### config.mk
export PLATFORM = sky130hd
export DESIGN_NAME = pipe_ctrl_unit
export DESIGN_NICKNAME = d
export VERILOG_FILES = /design/src/rtl/ctrl_pkg.sv /design/src/rtl/pipe_ctrl_unit_hazard.sv /design/src/rtl/pipe_ctrl_unit.sv
export SDC_FILE = /design/constraint.sdc
export NUM_CORES = 1
export LEC_CHECK = 0
export CORE_MARGIN = 3
export CORE_UTILIZATION = 50
export DETAILED_ROUTE_END_ITERATION = 6
export HOLD_SLACK_MARGIN = 0.02
export PLACE_DENSITY = 0.88
export SYNTH_ARGS = -nofsm -noshare
export SYNTH_HDL_FRONTEND = slang
export SYNTH_SLANG_ARGS = --single-unit
export TNS_END_PERCENT = 5
### constraint.sdc
create_clock -name clk -period 4.9 [get_ports clk]
set_clock_uncertainty 0.05 [all_clocks]
set_input_delay 0.735 -clock clk [delete_from_list [all_inputs] [get_ports clk]]
set_output_delay 0.735 -clock clk [all_outputs]
set_load 0.02 [all_outputs]
### src/rtl/ctrl_pkg.sv
// Shared definitions for the pipeline control unit: opcodes, decoded control bundle, forwarding selects.
package ctrl_pkg;

    localparam logic [5:0] OPC_ADD  = 6'h00;
    localparam logic [5:0] OPC_SUB  = 6'h01;
    localparam logic [5:0] OPC_AND  = 6'h02;
    localparam logic [5:0] OPC_XOR  = 6'h03;
    localparam logic [5:0] OPC_COM  = 6'h04;
    localparam logic [5:0] OPC_MUL  = 6'h05;
    localparam logic [5:0] OPC_ADDI = 6'h08;
    localparam logic [5:0] OPC_LW   = 6'h10;
    localparam logic [5:0] OPC_SW   = 6'h18;
    localparam logic [5:0] OPC_BEQ  = 6'h21;

    localparam logic [1:0] FWD_RF    = 2'b00;
    localparam logic [1:0] FWD_MEMWB = 2'b01;
    localparam logic [1:0] FWD_EXMEM = 2'b10;

    typedef struct packed {
        logic wen;
        logic alusrc;
        logic regdst;
        logic branch;
        logic memwrite;
        logic memread;
        logic memtoreg;
    } ctrl_t;

    localparam ctrl_t BUBBLE = '0;

    function automatic logic is_rtype(input logic [5:0] opc);
        return (opc == OPC_ADD) || (opc == OPC_SUB) || (opc == OPC_AND) ||
               (opc == OPC_XOR) || (opc == OPC_COM) || (opc == OPC_MUL);
    endfunction

    // rt is a source only for register-register ops, stores and branches
    function automatic logic uses_rt(input logic [5:0] opc);
        return is_rtype(opc) || (opc == OPC_SW) || (opc == OPC_BEQ);
    endfunction

endpackage

### src/rtl/pipe_ctrl_unit_hazard.sv
// Hazard detection: source/writer matching, stall, branch flush and (with CTRL_FWD_EN) forwarding selects.
module hazard_unit
    import ctrl_pkg::*;
#(
    parameter int RA_W = 5
) (
    input  logic            id_uses_rt,
    input  logic [RA_W-1:0] id_rs,
    input  logic [RA_W-1:0] id_rt,
    input  logic            ex_wen,
    input  logic [RA_W-1:0] ex_wreg,
    input  logic            ex_branch,
    input  logic            ex_zero,
    input  logic            mem_wen,
    input  logic [RA_W-1:0] mem_wreg,
`ifdef CTRL_FWD_EN
    input  logic            ex_memread,
    output logic [1:0]      id_fwd_a,
    output logic [1:0]      id_fwd_b,
`endif
    output logic            stall,
    output logic            flush
);

    logic ex_hit_a, ex_hit_b, mem_hit_a, mem_hit_b;

    // Register 0 is hardwired, so it can never carry a dependency
    always_comb begin
        ex_hit_a  = ex_wen  && (ex_wreg  == id_rs) && (id_rs != '0);
        ex_hit_b  = id_uses_rt && ex_wen  && (ex_wreg  == id_rt) && (id_rt != '0);
        mem_hit_a = mem_wen && (mem_wreg == id_rs) && (id_rs != '0);
        mem_hit_b = id_uses_rt && mem_wen && (mem_wreg == id_rt) && (id_rt != '0);
    end

    assign flush = ex_branch & ex_zero;

`ifdef CTRL_FWD_EN
    assign stall = ex_memread & (ex_hit_a | ex_hit_b);

    always_comb begin
        id_fwd_a = FWD_RF;
        id_fwd_b = FWD_RF;
        if (ex_hit_a)       id_fwd_a = FWD_EXMEM;
        else if (mem_hit_a) id_fwd_a = FWD_MEMWB;
        if (ex_hit_b)       id_fwd_b = FWD_EXMEM;
        else if (mem_hit_b) id_fwd_b = FWD_MEMWB;
    end
`else
    assign stall = ex_hit_a | ex_hit_b | mem_hit_a | mem_hit_b;
`endif

endmodule

### src/rtl/pipe_ctrl_unit.sv
// 5-stage pipeline control: ID decode, ID/EX-EX/MEM-MEM/WB control registers, stall/flush.
// Define CTRL_FWD_EN to add forwarding selects and reduce stalls to load-use only.
module pipe_ctrl_unit
    import ctrl_pkg::*;
#(
    parameter int OPC_W   = 6,
    parameter int ALUOP_W = 3,
    parameter int RA_W    = 5
) (
    input  logic               clk,
    input  logic               rst_n,
    input  logic [OPC_W-1:0]   id_opcode,
    input  logic [RA_W-1:0]    id_rs,
    input  logic [RA_W-1:0]    id_rt,
    input  logic [RA_W-1:0]    id_rd,
    input  logic               ex_zero,
    output logic               pc_wen,
    output logic               ifid_wen,
    output logic               ifid_flush,
    output logic               ex_alusrc,
    output logic [ALUOP_W-1:0] ex_aluop,
    output logic               ex_branch,
    output logic               mem_memread,
    output logic               mem_memwrite,
    output logic               wb_wen,
    output logic               wb_memtoreg,
    output logic [RA_W-1:0]    wb_wreg
`ifdef CTRL_FWD_EN
    ,
    output logic [1:0]         fwd_a,
    output logic [1:0]         fwd_b
`endif
);

    ctrl_t              id_ctrl, id_sel;
    logic [ALUOP_W-1:0] id_aluop;
    logic [RA_W-1:0]    id_wreg;
    logic               id_uses_rt;
    logic               stall, flush, hold, kill;

    logic               ex_wen, ex_memwrite, ex_memread, ex_memtoreg;
    logic [RA_W-1:0]    ex_wreg;
    logic               mem_wen, mem_memtoreg;
    logic [RA_W-1:0]    mem_wreg;

    always_comb begin
        id_ctrl  = BUBBLE;
        id_aluop = '0;
        case (id_opcode)
            OPC_ADD, OPC_SUB, OPC_AND, OPC_XOR, OPC_COM, OPC_MUL: begin
                id_ctrl.wen      = 1'b1;
                id_ctrl.regdst   = 1'b1;
                id_ctrl.memtoreg = 1'b1;
                id_aluop         = id_opcode[ALUOP_W-1:0];
            end
            OPC_ADDI: begin
                id_ctrl.wen      = 1'b1;
                id_ctrl.alusrc   = 1'b1;
                id_ctrl.memtoreg = 1'b1;
                id_aluop         = id_opcode[ALUOP_W-1:0];
            end
            OPC_LW: begin
                id_ctrl.wen      = 1'b1;
                id_ctrl.alusrc   = 1'b1;
                id_ctrl.memread  = 1'b1;
                id_aluop         = id_opcode[ALUOP_W-1:0];
            end
            OPC_SW: begin
                id_ctrl.alusrc   = 1'b1;
                id_ctrl.memwrite = 1'b1;
                id_aluop         = id_opcode[ALUOP_W-1:0];
            end
            OPC_BEQ: begin
                id_ctrl.branch   = 1'b1;
                id_aluop         = ALUOP_W'(1);
            end
            default: ;
        endcase
    end

    assign id_wreg    = id_ctrl.regdst ? id_rd : id_rt;
    assign id_uses_rt = uses_rt(id_opcode);

`ifdef CTRL_FWD_EN
    logic [1:0] id_fwd_a, id_fwd_b;
`endif

    hazard_unit #(.RA_W(RA_W)) u_hazard (
        .id_uses_rt (id_uses_rt),
        .id_rs      (id_rs),
        .id_rt      (id_rt),
        .ex_wen     (ex_wen),
        .ex_wreg    (ex_wreg),
        .ex_branch  (ex_branch),
        .ex_zero    (ex_zero),
        .mem_wen    (mem_wen),
        .mem_wreg   (mem_wreg),
`ifdef CTRL_FWD_EN
        .ex_memread (ex_memread),
        .id_fwd_a   (id_fwd_a),
        .id_fwd_b   (id_fwd_b),
`endif
        .stall      (stall),
        .flush      (flush)
    );

    // A taken branch overrides a stall so the PC can take the branch target
    assign hold       = stall & ~flush;
    assign kill       = stall | flush;
    assign pc_wen     = ~hold;
    assign ifid_wen   = ~hold;
    assign ifid_flush = flush;
    assign id_sel     = kill ? BUBBLE : id_ctrl;

    always_ff @(posedge clk or negedge rst_n) begin
        if (!rst_n) begin
            ex_wen       <= 1'b0;
            ex_alusrc    <= 1'b0;
            ex_aluop     <= '0;
            ex_branch    <= 1'b0;
            ex_memwrite  <= 1'b0;
            ex_memread   <= 1'b0;
            ex_memtoreg  <= 1'b0;
            ex_wreg      <= '0;
            mem_wen      <= 1'b0;
            mem_memread  <= 1'b0;
            mem_memwrite <= 1'b0;
            mem_memtoreg <= 1'b0;
            mem_wreg     <= '0;
            wb_wen       <= 1'b0;
            wb_memtoreg  <= 1'b0;
            wb_wreg      <= '0;
        end else begin
            ex_wen       <= id_sel.wen;
            ex_alusrc    <= id_sel.alusrc;
            ex_aluop     <= kill ? '0 : id_aluop;
            ex_branch    <= id_sel.branch;
            ex_memwrite  <= id_sel.memwrite;
            ex_memread   <= id_sel.memread;
            ex_memtoreg  <= id_sel.memtoreg;
            ex_wreg      <= kill ? '0 : id_wreg;
            mem_wen      <= ex_wen;
            mem_memread  <= ex_memread;
            mem_memwrite <= ex_memwrite;
            mem_memtoreg <= ex_memtoreg;
            mem_wreg     <= ex_wreg;
            wb_wen       <= mem_wen;
            wb_memtoreg  <= mem_memtoreg;
            wb_wreg      <= mem_wreg;
        end
    end

`ifdef CTRL_FWD_EN
    always_ff @(posedge clk or negedge rst_n) begin
        if (!rst_n) begin
            fwd_a <= FWD_RF;
            fwd_b <= FWD_RF;
        end else begin
            fwd_a <= kill ? FWD_RF : id_fwd_a;
            fwd_b <= kill ? FWD_RF : id_fwd_b;
        end
    end
`endif

endmodule

==> metrics.txt <==
RD Place Congestion=0.778; DR vias=1036; # nets final=183; register share of total power=53.5%; Synth area leader=dfrtp_1; Post-DP HPWL=2180 um; clk buf depth=2; FF-to-FF path depth=6; chip height=58.6 um; min-delay src=mem_memtoreg; Sequential Area=751 um2; Slew @ Worst Pin=0.529 ns; synth unique cells=29; Core Region=2540 um2; Worst setup EP type=output pin; reg-to-reg endpoint=ex_branch; number of global-route vias before repair=1080; CTS clk-pin slew, worst paths=0.08 ns; top cells by area, synth=dfrtp_1 (54%), xor2_1 (8.2%), nor4_2 (6.3%), xnor2_1 (5.1%), mux2i_1 (3.6%); Synth Net Count=137; hold depth=0; Residual DRC=0; reg2reg setup slack=3.23 ns; #FFs+latches synth=30; Leak=0.765 nW; total track usage=18.3%; max_slew headroom=64.4%; Hold Vio Cnt, Final=0; VDD IR max=241 uV; Final min period=3.89 ns; Crit Path Max Fanout=15; # setup viols final=0; antenna cell count=0; CP Launch Type=input port; number of H-tree levels=2; final instance area=1870 um2; pwr/cell area=270 nW/um2; post-CTS setup repair buffer count=0; initial antenna violation count=0; crit path to=ifid_wen; Critical R2R Launch=mem_wreg[4]; Setup WS post-layout=1.01 ns; Comb pwr share=16.5%; outcome=completed; Worst EP arrival=3.11 ns; Clock Latency Late Sink=0.33 ns; first-pass detailed-route iteration total=4; pre-CTS setup slack=1.00 ns; Post-synth EDFFs=0; largest net degree at the start of global routing=31; drt initial violations=16; setup tns final=0 ns; placed cell area=1810 um2; Routed WL=2880 um; Setup crit start=id_rs[1]; RSZ-0062 raised after global routing=false; Tightest Hold Check Type=reg2reg; syn_area_per_cell=12.2 um2; Final ANT Viol Nets=0; Initial Util=54.3%; Fmax=257 MHz; area grow syn2layout=35.2%; PortBufs=40; crit share post-route=79.5%; top cell type's share of synthesized area=54.3%; Overflow after GRT=0; Top FF cell, synth=dfrtp_1; first-pass GRT wire length=4660 um; yosys warns=0; Synth async-reset ratio=100%; Num CTS Buffers=5; sw power=0.131 mW; internal power=0.373 mW; num ports=41; WL/cell=15.2 um; Net Sw Frac=26.0%; Clock Sinks=30; Std-Cell Rows=18; die area=3430 um2; CTS Hold Buffers Added=0; layout cells sized above 1=14.4%; max-slew violation count=0; CP required=4.12 ns; vias per std cell=5.45; footprint of the multi-input gates=591 um2; Resized Gates After CTS=0; die width=58.6 um; CTS tree=done; Crit Path Category=in2out; number of fill cells=188; Seq/Total Area, Yosys=54.3%; cells after synthesis=113; Synth Cell Area=1380 um2; max_cap viols=0; clock root buffer=clkbuf_4; Clock Power Share=30.0%
[stage by stage]
step	hold slack, ns	total power [mW]	util, %	instances
2_1_floorplan	0.281	0.310	-	113
3_3_place_gp	0.282	0.356	71.1	182
3_5_place_dp	0.286	0.358	71.1	182
4_1_cts	0.312	0.512	73.5	190
5_1_grt	0.310	0.528	73.5	190
6_report	0.309	0.504	73.5	190
[synthesized netlist by cell type, types with 2 or more instances]
library cell  count
buf_6             2
nor4_1            8
xor2_1           13
xnor2_1           8
nand2_1           7
nand4_1           2
o21ai_0           2
nand4b_1          2
nand3_1           3
nor2_1            6
dfrtp_1          30
mux2i_1           5
a21oi_1           2
nor3_2            2
nor4_2            7
[worst max-delay path: stages]
cell             delay (ns)
clkdlybuf4s50_1        0.48
or4_4                  0.58
nor2_4                 0.11
nand4b_1               0.13
o31ai_2                0.08
buf_4                  0.20
o21ai_1                0.17
clkdlybuf4s50_1        0.63
[flip-flops by register name, indices dropped and copies added, names as in the netlist, 3 cells and up]
name,count
ex_wreg,5
wb_wreg,5
mem_wreg,5
ex_aluop,3
[worst min path at each step]
stage	end	slack [ns]
after global routing	mem_memtoreg	0.31
after CTS	wb_memtoreg	0.31
after detailed placement	mem_memtoreg	0.29
after floorplan	mem_memread	0.28
final	wb_memtoreg	0.31
after global placement	mem_memtoreg	0.28
[routing by layer]
layer / GRT usage (%) / part of all wire (%) / vias to the layer above
met5: 0 / 0 / -
met4: 9.39 / 1.8 / 0
met3: 6.58 / 7.2 / 8
met2: 31.4 / 50 / 40
met1: 19.6 / 41 / 491
li1: - / - / 497
[final cells by class]
type | instances | share of cell area [%]
sequential | 30 | 40.2
multi-input combinational | 77 | 31.6
timing repair buffer | 43 | 22.6
clock buffer | 7 | 2.95
tap | 30 | 2.01
inverter | 2 | 0.402
clock inverter | 1 | 0.268
[cell families after synthesis]
logic type | Yosys count | synth area share, %
flip-flops | 30 | 54.3
buffers and inverters | 6 | 2.99
AO/OA/AOI/OAI | 9 | 4.43
AND/OR/NAND/NOR | 42 | 21.4
XOR/XNOR | 21 | 13.3
multiplexers | 5 | 3.62
[power by group through the flow]
stage	Sequential (mW)	Combinational, mW	Clock, mW
after floorplan	0.279	0.0306	0
after global placement	0.275	0.0810	0
after detailed placement	0.275	0.0835	0
after CTS	0.270	0.0840	0.158
after global routing	0.272	0.0896	0.167
final	0.270	0.0833	0.151
[placed cells by master, fill, tap and decap left out, types with 2 or more instances in the layout]
| master | synthesis | final |
|---|---|---|
| o21ai_0 | 2 | 2 |
| nor4_1 | 8 | 8 |
| dfrtp_1 | 30 | 30 |
| nand4b_1 | 2 | 2 |
| clkdlybuf4s50_1 | 0 | 40 |
| a21oi_1 | 2 | 2 |
| xnor2_1 | 8 | 8 |
| mux2i_1 | 5 | 5 |
| nor3_2 | 2 | 2 |
| nand2_1 | 7 | 7 |
| xor2_1 | 13 | 13 |
| buf_4 | 1 | 3 |
| nand4_1 | 2 | 2 |
| clkbuf_4 | 0 | 5 |
| nand3_1 | 3 | 3 |
| nor4_2 | 7 | 7 |
| nor2_1 | 6 | 6 |
Power figures use the tool's default switching activity.
